--- config.mk ---
export PLATFORM = sky130hd
export DESIGN_NAME = uart_point_framer
export DESIGN_NICKNAME = d
export VERILOG_FILES = /design/src/rtl/uart_point_framer_pkg.sv /design/src/rtl/uart_point_framer_fifo.sv /design/src/rtl/uart_point_framer.sv
export SDC_FILE = /design/constraint.sdc
export NUM_CORES = 1
export LEC_CHECK = 0
export ABC_AREA = 1
export BUFFER_PORTS_ARGS = -buffer_cell sky130_fd_sc_hd__buf_4
export CAP_MARGIN = 20
export CORE_MARGIN = 2
export CORE_UTILIZATION = 52
export CTS_BUF_LIST = sky130_fd_sc_hd__clkbuf_8
export CTS_CLUSTER_DIAMETER = 80
export DETAILED_ROUTE_END_ITERATION = 10
export GPL_TIMING_DRIVEN = 0
export PLACE_DENSITY = 0.73
export SYNTH_ARGS = -nofsm -noshare
export SYNTH_HDL_FRONTEND = slang
export SYNTH_SLANG_ARGS = --single-unit
--- constraint.sdc ---
create_clock -name i_Clock -period 2.7 [get_ports i_Clock]
set_input_delay 0 -clock i_Clock [delete_from_list [all_inputs] [get_ports i_Clock]]
set_output_delay 0 -clock i_Clock [all_outputs]
set_load 0.02 [all_outputs]
--- src/rtl/uart_point_framer_pkg.sv ---
// Shared definitions for the UART point framer: point word layout,
// framer state encoding and a small helper to recognise sync words.
package uart_point_framer_pkg;

  localparam int WORD_W  = 32;
  localparam int BYTE_W  = 8;
  localparam int COORD_W = 12;
  localparam int X_LSB   = 0;
  localparam int Y_LSB   = 12;
  localparam int Z_LSB   = 24;
  localparam int Z_W     = 8;

  typedef enum logic {
    S_COLLECT = 1'b0,
    S_COMMIT  = 1'b1
  } framer_state_e;

  // An all-zero word is a stream sync marker, never a real point.
  function automatic logic isSyncWord(input logic [WORD_W-1:0] w);
    return (w == '0);
  endfunction

endpackage

--- src/rtl/uart_point_framer_fifo.sv ---
// Synchronous first-word-fall-through FIFO holding assembled point words.
// A push into a full FIFO is only accepted when a pop happens in the same cycle.
module point_fifo #(
  parameter int DEPTH = 4,
  parameter int WIDTH = 32
) (
  input  logic             clk_i,
  input  logic             reset_i,
  input  logic             push_i,
  input  logic             pop_i,
  input  logic [WIDTH-1:0] data_i,
  output logic             full_o,
  output logic             empty_o,
  output logic [WIDTH-1:0] head_o
);

  localparam int PTR_W = $clog2(DEPTH);
  localparam int CNT_W = PTR_W + 1;

  logic [WIDTH-1:0] mem_q [DEPTH];
  logic [PTR_W-1:0] wrPtr_q, wrPtr_d;
  logic [PTR_W-1:0] rdPtr_q, rdPtr_d;
  logic [CNT_W-1:0] count_q, count_d;
  logic             doPush;
  logic             doPop;

  assign full_o  = (count_q == CNT_W'(DEPTH));
  assign empty_o = (count_q == '0);
  assign head_o  = mem_q[rdPtr_q];
  assign doPush  = push_i & (~full_o | pop_i);
  assign doPop   = pop_i & ~empty_o;

  // Pointer and occupancy update; pointers wrap naturally at DEPTH.
  always_comb begin
    wrPtr_d = wrPtr_q;
    rdPtr_d = rdPtr_q;
    count_d = count_q;
    if (doPush) wrPtr_d = wrPtr_q + 1'b1;
    if (doPop)  rdPtr_d = rdPtr_q + 1'b1;
    if (doPush && !doPop)      count_d = count_q + 1'b1;
    else if (!doPush && doPop) count_d = count_q - 1'b1;
  end

  // Control registers, cleared by synchronous reset.
  always_ff @(posedge clk_i) begin
    if (reset_i) begin
      wrPtr_q <= '0;
      rdPtr_q <= '0;
      count_q <= '0;
    end else begin
      wrPtr_q <= wrPtr_d;
      rdPtr_q <= rdPtr_d;
      count_q <= count_d;
    end
  end

  // Storage array; contents need no reset since occupancy guards reads.
  always_ff @(posedge clk_i) begin
    if (doPush) mem_q[wrPtr_q] <= data_i;
  end

endmodule

--- src/rtl/uart_point_framer.sv ---
// Packs the uart_rx byte stream LSB-first into 32-bit point words, drops
// all-zero sync words, discards stale partial words after an idle timeout,
// and buffers finished words in a FWFT FIFO with a valid/ready interface.
module uart_point_framer
  import uart_point_framer_pkg::*;
#(
  parameter int TIMEOUT_CLKS = 1024,
  parameter int FIFO_DEPTH   = 4
) (
  input  logic              i_Clock,
  input  logic              i_Reset,
  input  logic              i_Rx_DV,
  input  logic [BYTE_W-1:0] i_Rx_Byte,
  output logic              o_Valid,
  input  logic              i_Ready,
  output logic [WORD_W-1:0] o_Word,
  output logic              o_Sync,
  output logic              o_Overflow,
  output logic              o_Resync
);

  localparam int              CNT_W      = $clog2(TIMEOUT_CLKS);
  localparam logic [CNT_W-1:0] TIMER_LAST = CNT_W'(TIMEOUT_CLKS - 1);

  framer_state_e     state_q, state_d;
  logic [1:0]        byteIdx_q, byteIdx_d;
  logic [WORD_W-1:0] asmWord_q, asmWord_d;
  logic [CNT_W-1:0]  timer_q, timer_d;
  logic              overflow_q, overflow_d;
  logic              fifoPush, fifoPop, fifoFull, fifoEmpty;
  logic [WORD_W-1:0] fifoHead;

  assign fifoPop    = ~fifoEmpty & i_Ready;
  assign o_Valid    = ~fifoEmpty;
  assign o_Word     = fifoHead;
  assign o_Overflow = overflow_q;

  // Byte assembly, idle timeout and commit decision. A byte arriving during
  // the commit cycle lands in slot 0 while the completed word is pushed.
  always_comb begin
    state_d    = state_q;
    byteIdx_d  = byteIdx_q;
    asmWord_d  = asmWord_q;
    timer_d    = timer_q;
    overflow_d = overflow_q;
    fifoPush   = 1'b0;
    o_Sync     = 1'b0;
    o_Resync   = 1'b0;

    if (i_Rx_DV) begin
      asmWord_d[{byteIdx_q, 3'b000} +: BYTE_W] = i_Rx_Byte;
      byteIdx_d = byteIdx_q + 2'd1;
      timer_d   = '0;
    end else if (byteIdx_q != 2'd0) begin
      if (timer_q == TIMER_LAST) begin
        byteIdx_d = 2'd0;
        timer_d   = '0;
        o_Resync  = 1'b1;
      end else begin
        timer_d = timer_q + 1'b1;
      end
    end

    case (state_q)
      S_COLLECT: begin
        if (i_Rx_DV && byteIdx_q == 2'd3) state_d = S_COMMIT;
      end
      S_COMMIT: begin
        state_d = S_COLLECT;
        if (isSyncWord(asmWord_q))        o_Sync     = 1'b1;
        else if (fifoFull && !fifoPop)    overflow_d = 1'b1;
        else                              fifoPush   = 1'b1;
      end
      default: state_d = S_COLLECT;
    endcase
  end

  // Framer state registers with synchronous reset.
  always_ff @(posedge i_Clock) begin
    if (i_Reset) begin
      state_q    <= S_COLLECT;
      byteIdx_q  <= 2'd0;
      asmWord_q  <= '0;
      timer_q    <= '0;
      overflow_q <= 1'b0;
    end else begin
      state_q    <= state_d;
      byteIdx_q  <= byteIdx_d;
      asmWord_q  <= asmWord_d;
      timer_q    <= timer_d;
      overflow_q <= overflow_d;
    end
  end

  point_fifo #(
    .DEPTH (FIFO_DEPTH),
    .WIDTH (WORD_W)
  ) uFifo (
    .clk_i   (i_Clock),
    .reset_i (i_Reset),
    .push_i  (fifoPush),
    .pop_i   (fifoPop),
    .data_i  (asmWord_q),
    .full_o  (fifoFull),
    .empty_o (fifoEmpty),
    .head_o  (fifoHead)
  );

endmodule
After elaboration in Yosys (flattened, before gate mapping)
Memory sizes are Yosys's and may differ from the RTL's. A register that Yosys moved wholly into a read port is not among the register bits. Cells that the tools add are included. W data, S select, Z words.

ROM bits: 0. Bits in registers: 53. Word-level logic and storage cells: 66. Bits in latches: 0. Output and inout bits: 36. RAM bits: 128. Memories kept: 1. Input port bits: 12.

$mul: 0. Bitwise logic cells: 8. Shift-type cells: 2. $lt $le $gt $ge: 0. Reductions and logical operators: 16. Muxes and demuxes: 21. Add/sub/neg operators: 7. Divide/modulo/power cells: 0. Equal/unequal tests: 3.

Memories: uFifo.mem_q (depth 4, bits a word 32, rd ports 1, clocked after Yosys merged registers in 1, wr ports 1, RTL line uart_point_framer_fifo.sv:20) `logic [WIDTH-1:0] mem_q [DEPTH];`.

Operators by type and width (count): $bwmux W32 (1); $logic_not A32 Y1 (1); $shift A8 B7 Y32 const A (1); $shiftx A8 B7 Y32 (1); $mux W1 (11); $add A10 B1 Y10 const B (1); $eq A10 B10 Y1 const B (1); $mux W10 (1); $mux W2 (5); $reduce_bool A2 Y1 (4); $neg A5 Y7 (1); $add A2 B1 Y2 const B (3); $mux W3 (2); $logic_and A1 B1 Y1 (4); $not A1 Y1 (4); $add A3 B1 Y3 const B (1); $and A1 B1 Y1 (3); $eq A3 B3 Y1 const B (1); $logic_not A1 Y1 (3); $logic_not A3 Y1 (1); $reduce_and A3 Y1 (1); $sub A3 B1 Y3 const B (1); $eq A2 B2 Y1 const B (1); $pmux W1 S2 (1); other kinds (3) (3).

Longest topological paths before layout
Gate-level depths: netlist of run 1.

Word-level depth: 13. Mapped depth: 16. Mapped depth without buffers: 16.

Cells and area by module
From an unflattened synthesis of run 1, not the netlist that was laid out.

Cells, all modules: 667. Area, all modules: 7409.6 sq um.

Modules (own cells, without submodules): point_fifo (times used 1, area each 5277.6 sq um, cells each 381, sequential area each 4023.9 sq um); uart_point_framer (times used 1, area each 2132.0 sq um, cells each 286, sequential area each 920.9 sq um).

Worst setup path after synthesis of run 1
OpenSTA, ideal clock, no wires.

Path type: register to register. Start: register uFifo.count_q[0]. End: memory uFifo.mem_q[0][0], enable pin. Library setup time: 0.421 ns. Arrival: 2.444 ns. Path slack: -0.165 ns. Buffers on the path: 0. Clock period less this slack: 2.865 ns. Data required time: 2.279 ns. Stages on the path, launching flop included: 7. Cell sequence: dfxtp_1 > nor2_1 > nand2_1 > nand2_1 > nand3_1 > nand3_1 > nor2_1.

Cells in the longest elaborated chain, start to end: 11. Elaborated cells on any way between the ends: 14. Those cells by class: eq/ne (1); mux (5); bitwise (5); reduce/logical (3).

RTL lines: start: declaration (RTL line uart_point_framer_fifo.sv:23) `logic [CNT_W-1:0] count_q, count_d;`; start signal: assignment (RTL line uart_point_framer_fifo.sv:53) `count_q <= count_d;`; $logic_not A3 Y1 * (RTL line uart_point_framer_fifo.sv:28) `assign empty_o = (count_q == '0);`; $not A1 Y1 *; named net o_Valid (RTL line uart_point_framer.sv:14) `output logic o_Valid,`; $and A1 B1 Y1 * (RTL line uart_point_framer.sv:33) `assign fifoPop = ~fifoEmpty & i_Ready;`; $logic_not A1 Y1 (RTL line uart_point_framer.sv:71) `else if (fifoFull && !fifoPop) overflow_d = 1'b1;`; $logic_and A1 B1 Y1 (RTL line uart_point_framer.sv:71); $mux W1 (RTL line uart_point_framer.sv:71); $mux W1 (RTL line uart_point_framer.sv:70) `if (isSyncWord(asmWord_q)) o_Sync = 1'b1;`; $mux W1 (RTL line uart_point_framer.sv:64) `case (state_q)`; $and A1 B1 Y1 * (RTL line uart_point_framer_fifo.sv:30) `assign doPush = push_i & (~full_o | pop_i);`; $mux W1 * (RTL line uart_point_framer_fifo.sv:59) `if (doPush) mem_q[wrPtr_q] <= data_i;`; $mux W1 (implied by the code) * (RTL line uart_point_framer_fifo.sv:59); end: declaration (RTL line uart_point_framer_fifo.sv:20).

Mark *: on every way through the listed nets, which the timed path passes. The rest lies on a longest branch.

Final worst setup path of run 1
Start: register byteIdx_q[0]. End: output o_Resync.

Cells in the longest elaborated chain, start to end: 3.

RTL lines: start: declaration (RTL line uart_point_framer.sv:26) `logic [1:0] byteIdx_q, byteIdx_d;`; start signal: assignment (RTL line uart_point_framer.sv:88) `byteIdx_q <= byteIdx_d;`; $reduce_bool A2 Y1 (RTL line uart_point_framer.sv:54) `end else if (byteIdx_q != 2'd0) begin`; $mux W1 (RTL line uart_point_framer.sv:54); $mux W1 (RTL line uart_point_framer.sv:50) `if (i_Rx_DV) begin`; end: declaration (RTL line uart_point_framer.sv:19) `output logic o_Resync`.

No other way between the ends.

==> out/results.txt, run 1 <==
YS warnings: 0
sink of the worst hold path: timer_q[6]
Root Driver: clkbuf_8
vias per cell: 5.53
GR peak layer: met2
Critical Path Start Type: flip-flop
PortBufs: 46
Syn Nets: 677
minimum clock period: 2.43 ns
max frequency: 412 MHz
CTS tree: done
power density cells: 781 mW/mm2
clock buffer depth: 2
CP arrival: 2.43 ns
Critical Path Fanout Max: 12
Primary FF master, synth: edfxtp_1
sink count of the clock tree: 183
status: completed
Slowest cell on crit path: dfxtp_2
total clock buffers created by CTS: 17
I/O pin cnt: 48
first-pass GRT wire length: 24.8 mm
GRT Total Usage: 0.226
final instance area: 0.00855 mm2
worst slew pin tran: 0.639 ns
routed via count: 5157
RR Endpoint: uFifo.count_q[2]
Slew Limit Fails: 0
initial antenna violation count: 0
post-layout util: 0.624
# setup viols final: 0
met3 usage in global routing: 0.0534
reg2reg start: asmWord_q[19]
Die W: 122 um
crit path capture type: output pin
Static Leakage: 0.00317 uW
Setup TNS: 0 ns
CP dominant cell by count: nand2_1
met2 Track Usage GR: 0.390
Filler cells: 1047
layout cells sized above 1: 0.137
area grow syn2layout: 18.5%
Mapped Area: 0.00722 mm2
Cell Rows: 43
clock skew: 0.0118 ns
clk_lat worst skew: 0.46 ns
Distinct cells, synth: 33
area of the core: 0.0137 mm2
Ant. Diodes: 0
cell accounting for the most synthesized area: edfxtp_1
drt first-iter violations: 522
drt total wl: 16.0 mm
Min-Delay Path Depth: 5
post-synthesis cell count: 653
Final Wtd Congestion: 0.913
setup bufs post-CTS: 0
post-route ant nets: 0
Synth Register Bits: 183
crit path cell chain: inv_2, ha_1, inv_2, nand2_1, nor2_1, nand2_1, nor2_1, nand2_1, nor3_1, buf_4
Final Net Count: 764
Reg2Reg Setup Slack: 0.37 ns
GRT Residual Overflow: 0
Post-synth EDFFs: 128
Hold Fails Final Rpt: 0
Critical Path RT: 2.70 ns
top cells by area, synth: edfxtp_1 53%, dfxtp_1 15%, nor2_1 6.6%
number of remaining DRC errors: 0
worst relative slew slack: 0.572
Clock H-tree levels: 4
most frequent cell after synthesis: edfxtp_1
clock slew seen by the registers of the worst setup and hold paths: 0.08 ns
Synth async-reset ratio: 0
largest stage delay on the critical path: 0.42 ns
PnR worst setup slack: 0.272 ns
area taken by flip-flops and latches: 0.00495 mm2
Final period util: 0.899
largest net degree at the start of global routing: 20
max-cap violations: 0
post-DP HPWL: 10.6 mm
register area share after synthesis: 0.685
Starting Density: 0.526
drt wl/cell: 17.1 um
RSZ-0062 raised after global routing: no
die area: 0.0148 mm2
VDD IR max: 0.453 mV
worst hold path class: in -> reg
DRT Pass-1 Iters: 5
met1 usage: 0.276
total chip power: 6680 uW
top cells by count, synth: 128 x edfxtp_1, 126 x nor2_1, 74 x nand2_1, 70 x o21ai_0, 55 x dfxtp_1
area of the multi-input gates: 0.00202 mm2
setup slack at placement: 0.0215 ns
Crit Path Class: reg -> out
Register-to-Register Path Depth: 15
Hold Path Origin: i_Reset
Syn Area/Cell: 11.1 um2
number of global-route vias before repair: 4989
placed instance area: 0.00793 mm2
top cell type's share of synthesized area: 0.532
Die Y: 122 um
-- layout make-up --
type | count | share of cell area
Multi-Input combinational cell | 394 | 0.236
Clock inverter | 14 | 0.0211
Clock buffer | 18 | 0.0290
Buffer | 26 | 0.0132
Sequential cell | 183 | 0.578
Tap cell | 180 | 0.0263
Timing Repair Buffer | 68 | 0.0743
Inverter | 50 | 0.0219
-- per-layer routing --
metal / wire length, um / up-vias / share of wire
met5: 0 / - / 0
met4: 252 / 0 / 0.016
met3: 1060 / 27 / 0.066
met2: 8170 / 200 / 0.51
met1: 6500 / 2486 / 0.41
li1: - / 2444 / -
-- cell families after synthesis --
kind of cell,after synthesis,share of synthesized area
and+or+nand+nor,230,0.131
DFF,183,0.685
AOI/OAI and AO/OA,147,0.115
buffers and inverters,76,0.0416
adders and majority gates,12,0.0218
xor gates and xnor gates,5,0.00607
-- where the power goes --
group	switching (uW)	internal, uW
Combinational	1070	585
Sequential	51.8	3010
Clock	931	1030
-- cells in the final DEF (no fill, tap or decap), drive strengths merged, types with 4 or more instances in the layout --
master	synthesis	layout
dfxtp	55	55
nand3	14	14
a21oi	25	25
buf	7	57
nand4	5	5
o21ai	70	70
bufinv	0	4
dlygate4sd3	0	18
nor2	129	129
a22oi	16	16
xor2	4	4
inv	49	54
clkinv	1	6
clkbuf	19	37
nand2	76	76
o22ai	32	32
edfxtp	128	128
ha	11	11
-- critical path: cells and delay by family (launching register included) --
kind	cells	cell delay, ns
DFF	1	0.42
buffers and inverters	3	0.44
adders and majority gates	1	0.28
and+or+nand+nor	6	0.83
-- flip-flops by register name (all words and copies together) (netlist names), named ones only --
| name | flops |
|---|---|
| asmWord_q | 32 |
| uFifo.wrPtr_q | 2 |
| uFifo.count_q | 3 |
| timer_q | 10 |
| o_Overflow | 1 |
| state_q | 1 |
| uFifo.mem_q | 128 |
| uFifo.rdPtr_q | 2 |
| byteIdx_q | 2 |
-- stage by stage --
step / hold slack, ns / instances
floorplan: 0.143 / 653
global placement: 0.293 / 879
detailed placement: 0.293 / 883
CTS: 0.365 / 933
global route: 0.394 / 933
finish: 0.393 / 933
-- worst max path at each step --
stage                startpoint           endpoint  slack, ns
3_5_place_dp      asmWord_q[19]   uFifo.count_q[2]       0.02
4_1_cts           asmWord_q[19]   uFifo.count_q[2]      0.004
3_3_place_gp       asmWord_q[8]  uFifo.mem_q[0][2]      -1.39
5_1_grt            byteIdx_q[0]           o_Resync       0.06
6_report           byteIdx_q[0]           o_Resync       0.27
2_1_floorplan  uFifo.count_q[0]  uFifo.mem_q[0][0]      -0.17
-- what timing repair did --
action / CTS / global route
endpoints found under the setup margin: 0 / 78
endpoints found under the hold margin: 40 / 0
hold buffers: 18 / 0
gates resized for setup: 0 / 4
No activity file was read; power rests on OpenSTA's default activity.
==> inputs of run 2 (changes only) <==
--- a/config.mk
+++ b/config.mk
@@ -5,7 +5,6 @@
 export SDC_FILE = /design/constraint.sdc
 export NUM_CORES = 1
 export LEC_CHECK = 0
-export ABC_AREA = 1
 export BUFFER_PORTS_ARGS = -buffer_cell sky130_fd_sc_hd__buf_4
 export CAP_MARGIN = 20
 export CORE_MARGIN = 2
==> run 2 against run 1 <==
- synthesized area is 3.3% lower
- clock skew is 0.0056 ns higher
- power is 13% lower
- setup slack worse by 0.034 ns
- maximum frequency is 1.4% lower
- critical path type is now reg -> reg
- clock power is 15% lower
- highest routed layer unchanged
- first-iteration DRC count is 34% lower
- flip-flop and latch count stayed put
- wire length is 20% lower
- cell count is 28% lower
- sequential share of layout area is 3.5 points higher
==> out/results.txt, run 2 <==
number of global-route vias before repair: 3843
worst hold path class: in -> reg
clock skew: 0.0174 ns
minimum clock period: 2.46 ns
Ant. Diodes: 0
number of remaining DRC errors: 0
die area: 0.0144 mm2
Final Wtd Congestion: 0.789
P_sw: 1540 uW
Critical Path Start Type: flip-flop
internal power: 4290 uW
layout cells sized above 1: 0.268
crit path capture type: flip-flop
max-cap violations: 0
clk_lat worst skew: 0.47 ns
I/O pin cnt: 48
most frequent cells in the layout: 128 x edfxtp_1, 55 x dfxtp_1, 49 x buf_4, 49 x nor2_1
drt first-iter violations: 346
largest net degree at the start of global routing: 33
RSZ-0062 raised after global routing: no
GRT Residual Overflow: 0
Hold Fails Final Rpt: 0
logic gate share of total power: 0.189
clock slew seen by the registers of the worst setup and hold paths: 0.10 ns
Die Y: 120 um
DRT Pass-1 Iters: 5
GRT Total Usage: 0.190
top cells by area, synth: edfxtp_1 55%, dfxtp_1 16%, mux4_2 10%
Post-synth EDFFs: 128
Syn Area/Cell: 17.1 um2
setup bufs post-CTS: 0
biggest regs: uFifo.mem_q: 128 flops, asmWord_q: 32 flops, timer_q: 10 flops
top cells by count, synth: 128 x edfxtp_1, 55 x dfxtp_1, 49 x nor2_1, 32 x a22oi_1, 32 x mux4_2
area of the multi-input gates: 0.00194 mm2
vias per cell: 5.66
Cell Rows: 42
Final period util: 0.912
Distinct cells, synth: 44
register area share after synthesis: 0.708
Crit path buffers/inverters: 1
post-placement cell count: 633
initial antenna violation count: 0
max frequency: 406 MHz
Syn Nets: 433
status: completed
max reg flops: 128
area grow syn2layout: 15.5%
Final Net Count: 511
VDD IR max: 0.407 mV
area of the core: 0.0132 mm2
Static Leakage: 0.00263 uW
Primary FF master, synth: edfxtp_1
post-route ant nets: 0
post-synthesis cell count: 409
Setup TNS: 0 ns
Die W: 120 um
Synth async-reset ratio: 0
largest stage delay on the critical path: 0.46 ns
post-DP HPWL: 8.22 mm
Seq pwr share: 0.525
share of power burned in the clock network: 0.285
total clock buffers created by CTS: 17
cell accounting for the most synthesized area: edfxtp_1
PortBufs: 47
Starting Density: 0.529
worst relative slew slack: 0.393
Slew Limit Fails: 0
top cell type's share of synthesized area: 0.550
Synth Register Bits: 183
Hold Slack: 0.379 ns
power density cells: 722 mW/mm2
Crit Path Class: reg -> reg
first-pass GRT wire length: 20.2 mm
Post-Layout Cell Count: 676
CP arrival: 2.85 ns
worst slew pin tran: 0.911 ns
Mapped Area: 0.00698 mm2
Critical Path Fanout Max: 7
YS warnings: 0
crit path cell chain: nor4_1, and4_1, a21boi_4, ha_1, inv_1, fa_1, xor2_1, or3_1, a21oi_1
Clock H-tree levels: 4
area taken by flip-flops and latches: 0.00494 mm2
sink count of the clock tree: 183
Largest Register: uFifo.mem_q
Critical Path RT: 3.09 ns
routed via count: 3823
CP top delay family: simple AND/OR/NAND/NOR gates
Root Driver: clkbuf_8
CTS tree: done
Filler cells: 990
Slowest cell on crit path: dfxtp_1
post-layout util: 0.611
drt wl/cell: 18.9 um
# setup viols final: 0
clock buffer depth: 2
drt total wl: 12.8 mm
most common cell after layout, fill and taps aside: edfxtp_1
switching portion of total power: 0.264
most frequent cell after synthesis: edfxtp_1
==> run 2: stage by stage <==
stage	cell area (um2)	total power, uW	worst slack (ns)
2_1_floorplan	6980	3870	0.499
3_3_place_gp	7560	4210	-0.229
3_5_place_dp	7590	4230	0.213
4_1_cts	8060	5870	0.184
5_1_grt	8070	6050	0.0643
6_report	8070	5830	0.238
==> run 2: power groups by stage <==
stage	clock network (uW)	logic [uW]	registers, uW
after floorplan	0	757	3110
after global placement	0	1090	3120
after detailed placement	0	1100	3130
after CTS	1690	1120	3060
after global routing	1800	1180	3070
final	1660	1100	3060
==> run 2: timing repair <==
item                       in CTS  in global routing
hold buffers                   11                  0
setup endpoints to repair       0                  1
hold endpoints to repair       52                  0
resized for setup               0                  1
==> run 2: kinds of logic (layout without fill, tap and decap cells) <==
group,Yosys count,count (layout),share of synthesized area
DFF,183,183,0.708
and+or+nand+nor,102,102,0.0833
AOI/OAI and AO/OA,41,41,0.0452
muxes,35,35,0.108
buffers and inverters,23,114,0.0163
xor gates and xnor gates,13,13,0.0163
adders and majority gates,12,12,0.0226
==> run 2: worst paths after layout <==
kind	start	end	slack, ns	cells after the start
worst min register to register	o_Overflow	o_Overflow	0.47	2
worst max register to register	asmWord_q[6]	uFifo.count_q[2]	0.24	9
worst max-delay path	asmWord_q[6]	uFifo.count_q[2]	0.24	9
worst min-delay path	i_Rx_Byte[7]	asmWord_q[31]	0.38	4
==> run 2: routing by layer <==
layer  vias to the layer above  part of all wire  global-route usage
li1                       1762                 -                   -
met1                      1947              0.44               0.245
met2                        96              0.51               0.315
met3                        18             0.041              0.0518
met4                         0             0.017              0.0640
met5                         -                 0                   0
==> run 2: final cells by class <==
class,count,share of cell area
Tap cell,176,0.0273
Buffer,15,0.0104
Clock inverter,14,0.0138
Multi-Input combinational cell,203,0.240
Inverter,8,0.00372
Timing Repair Buffer,59,0.0608
Sequential cell,183,0.613
Clock buffer,18,0.0307
==> run 2: worst register-to-register path, delay by kind of cell (launching register included) <==
family | cells | cell delay (ns)
AO/OA/AOI/OAI | 2 | 0.41
XOR/XNOR | 1 | 0.17
adder cells (fa/ha/maj) | 2 | 0.62
buffers and inverters | 1 | 0.06
flip-flops | 1 | 0.46
AND/OR/NAND/NOR | 3 | 0.68
==> inputs of run 3 (changes only) <==
--- a/config.mk
+++ b/config.mk
@@ -7,6 +7,7 @@
 export LEC_CHECK = 0
 export BUFFER_PORTS_ARGS = -buffer_cell sky130_fd_sc_hd__buf_4
 export CAP_MARGIN = 20
+export CORE_ASPECT_RATIO = 0.6
 export CORE_MARGIN = 2
 export CORE_UTILIZATION = 52
 export CTS_BUF_LIST = sky130_fd_sc_hd__clkbuf_8
==> run 3 against run 2 <==
- global-route usage is 0.94 points higher
- largest power group unchanged
- register-to-register slack worse by 0.09 ns
- critical endpoint unchanged
- flip-flop and latch count stayed put
- via count is 2.1% higher
- clock skew is 0.0051 ns lower
- cell count is 1.0% lower
- non-clock buffer count is 1 lower
- sequential share of layout area is 0.17 points higher
==> out/results.txt, run 3 (synthesis results as in run 2) <==
Static Leakage: 0.00263 uW
die area: 0.0144 mm2
largest net degree at the start of global routing: 33
Critical Path Fanout Max: 7
post-route ant nets: 0
Starting Density: 0.538
PortBufs: 47
number of global-route vias before repair: 3806
total clock buffers created by CTS: 17
# setup viols final: 0
routed via count: 3904
drt total wl: 13.5 mm
first-pass GRT wire length: 21.3 mm
GRT Residual Overflow: 0
max reg flops: 128
initial antenna violation count: 0
Largest Register: uFifo.mem_q
Die Y: 93.8 um
Clock H-tree levels: 4
number of remaining DRC errors: 0
Final Net Count: 510
drt first-iter violations: 269
clk_lat worst skew: 0.46 ns
Die W: 154 um
CTS tree: done
post-placement cell count: 626
max frequency: 391 MHz
Hold Fails Final Rpt: 0
clock slew seen by the registers of the worst setup and hold paths: 0.09 ns
status: completed
crit path capture type: flip-flop
GRT Total Usage: 0.200
post-layout util: 0.620
I/O pin cnt: 48
Post-Layout Cell Count: 669
RSZ-0062 raised after global routing: no
most frequent cells in the layout: 128 x edfxtp_1, 55 x dfxtp_1, 49 x buf_4, 49 x nor2_1
Critical Path Start Type: flip-flop
post-DP HPWL: 8.65 mm
biggest regs: uFifo.mem_q: 128 flops, asmWord_q: 32 flops, timer_q: 10 flops
Root Driver: clkbuf_8
clock buffer depth: 2
Slew Limit Fails: 0
Final period util: 0.946
minimum clock period: 2.56 ns
worst relative slew slack: 0.350
drt wl/cell: 20.1 um
worst slew pin tran: 0.975 ns
setup bufs post-CTS: 0
area of the core: 0.0130 mm2
VDD IR max: 0.478 mV
area grow syn2layout: 15.2%
CP arrival: 2.94 ns
Hold Slack: 0.381 ns
DRT Pass-1 Iters: 6
clock skew: 0.0123 ns
sink count of the clock tree: 183
most common cell after layout, fill and taps aside: edfxtp_1
vias per cell: 5.84
Crit Path Class: reg -> reg
worst hold path class: in -> reg
layout cells sized above 1: 0.263
max-cap violations: 0
power density cells: 738 mW/mm2
Critical Path RT: 3.09 ns
Ant. Diodes: 0
Cell Rows: 32
Final Wtd Congestion: 0.793
## run 3: changes by cell type in the layout (fill, tap and decap cells not counted), sizes merged
| cell | change |
|---|---|
| buf | -1 |
| bufinv | +1 |
| clkbuf | -1 |
| clkinv | -2 |
| clkinvlp | -2 |
| inv | +4 |
## run 3: per-stage QoR
stage	setup TNS [ns]	total power, uW	area, um2	setup WS [ns]
2_1_floorplan	0	3870	6980	0.499
3_3_place_gp	-30.91	4220	7550	-0.250
3_5_place_dp	0	4240	7550	0.172
4_1_cts	0	5980	8040	0.131
5_1_grt	0	6160	8040	0.0434
6_report	0	5940	8040	0.145
## run 3: worst max-delay path, stage by stage, from the launching register on
cell      delay, ns
dfxtp_1        0.38
nor4_1         0.57
and4_1         0.41
a21boi_4       0.11
ha_1           0.23
inv_1          0.08
fa_1           0.17
xor2_1         0.08
or3_1          0.31
a21oi_1        0.15
## run 3: per-layer routing
| metal | vias to the layer above | track usage | routed length, um |
|---|---|---|---|
| met3 | 20 | 0.0443 | 823 |
| met1 | 1997 | 0.298 | 6510 |
| met5 | - | 0 | 0 |
| met4 | 0 | 0.0765 | 195 |
| li1 | 1759 | - | - |
| met2 | 128 | 0.289 | 5940 |
## run 3: power by group
group	total, uW	leakage [uW]	internal, uW	switching (uW)
clock	1760	0.000191	808	954
sequential	3060	0.00155	3010	50.3
combinational	1110	0.000896	534	579
total	5940	0.00263	4360	1580
## run 3: path summary, 6_finish.rpt
kind | start | to | slack [ns] | depth (start not counted)
setup / recovery | asmWord_q[12] | uFifo.count_q[2] | 0.14 | 9
hold reg to reg | o_Overflow | o_Overflow | 0.47 | 2
setup reg to reg | asmWord_q[12] | uFifo.count_q[2] | 0.14 | 9
hold / removal | i_Rx_Byte[7] | asmWord_q[23] | 0.38 | 4
## run 3: area by class of cell
cell class,instances,area [um2]
flip-flops and latches,183,4940
fillers,948,4930
multi-input cells,203,1940
repair buffers,58,463
clock buffers,17,234
well taps,170,213
clock inverters,15,138
plain buffers,15,83.8
inverters,8,30.0
## run 3: repair_timing
action                                  CTS  global route
endpoints found under the hold margin    52             0
endpoints found under the setup margin    0             1
hold buffers                             11             0
resized for setup                         0             1
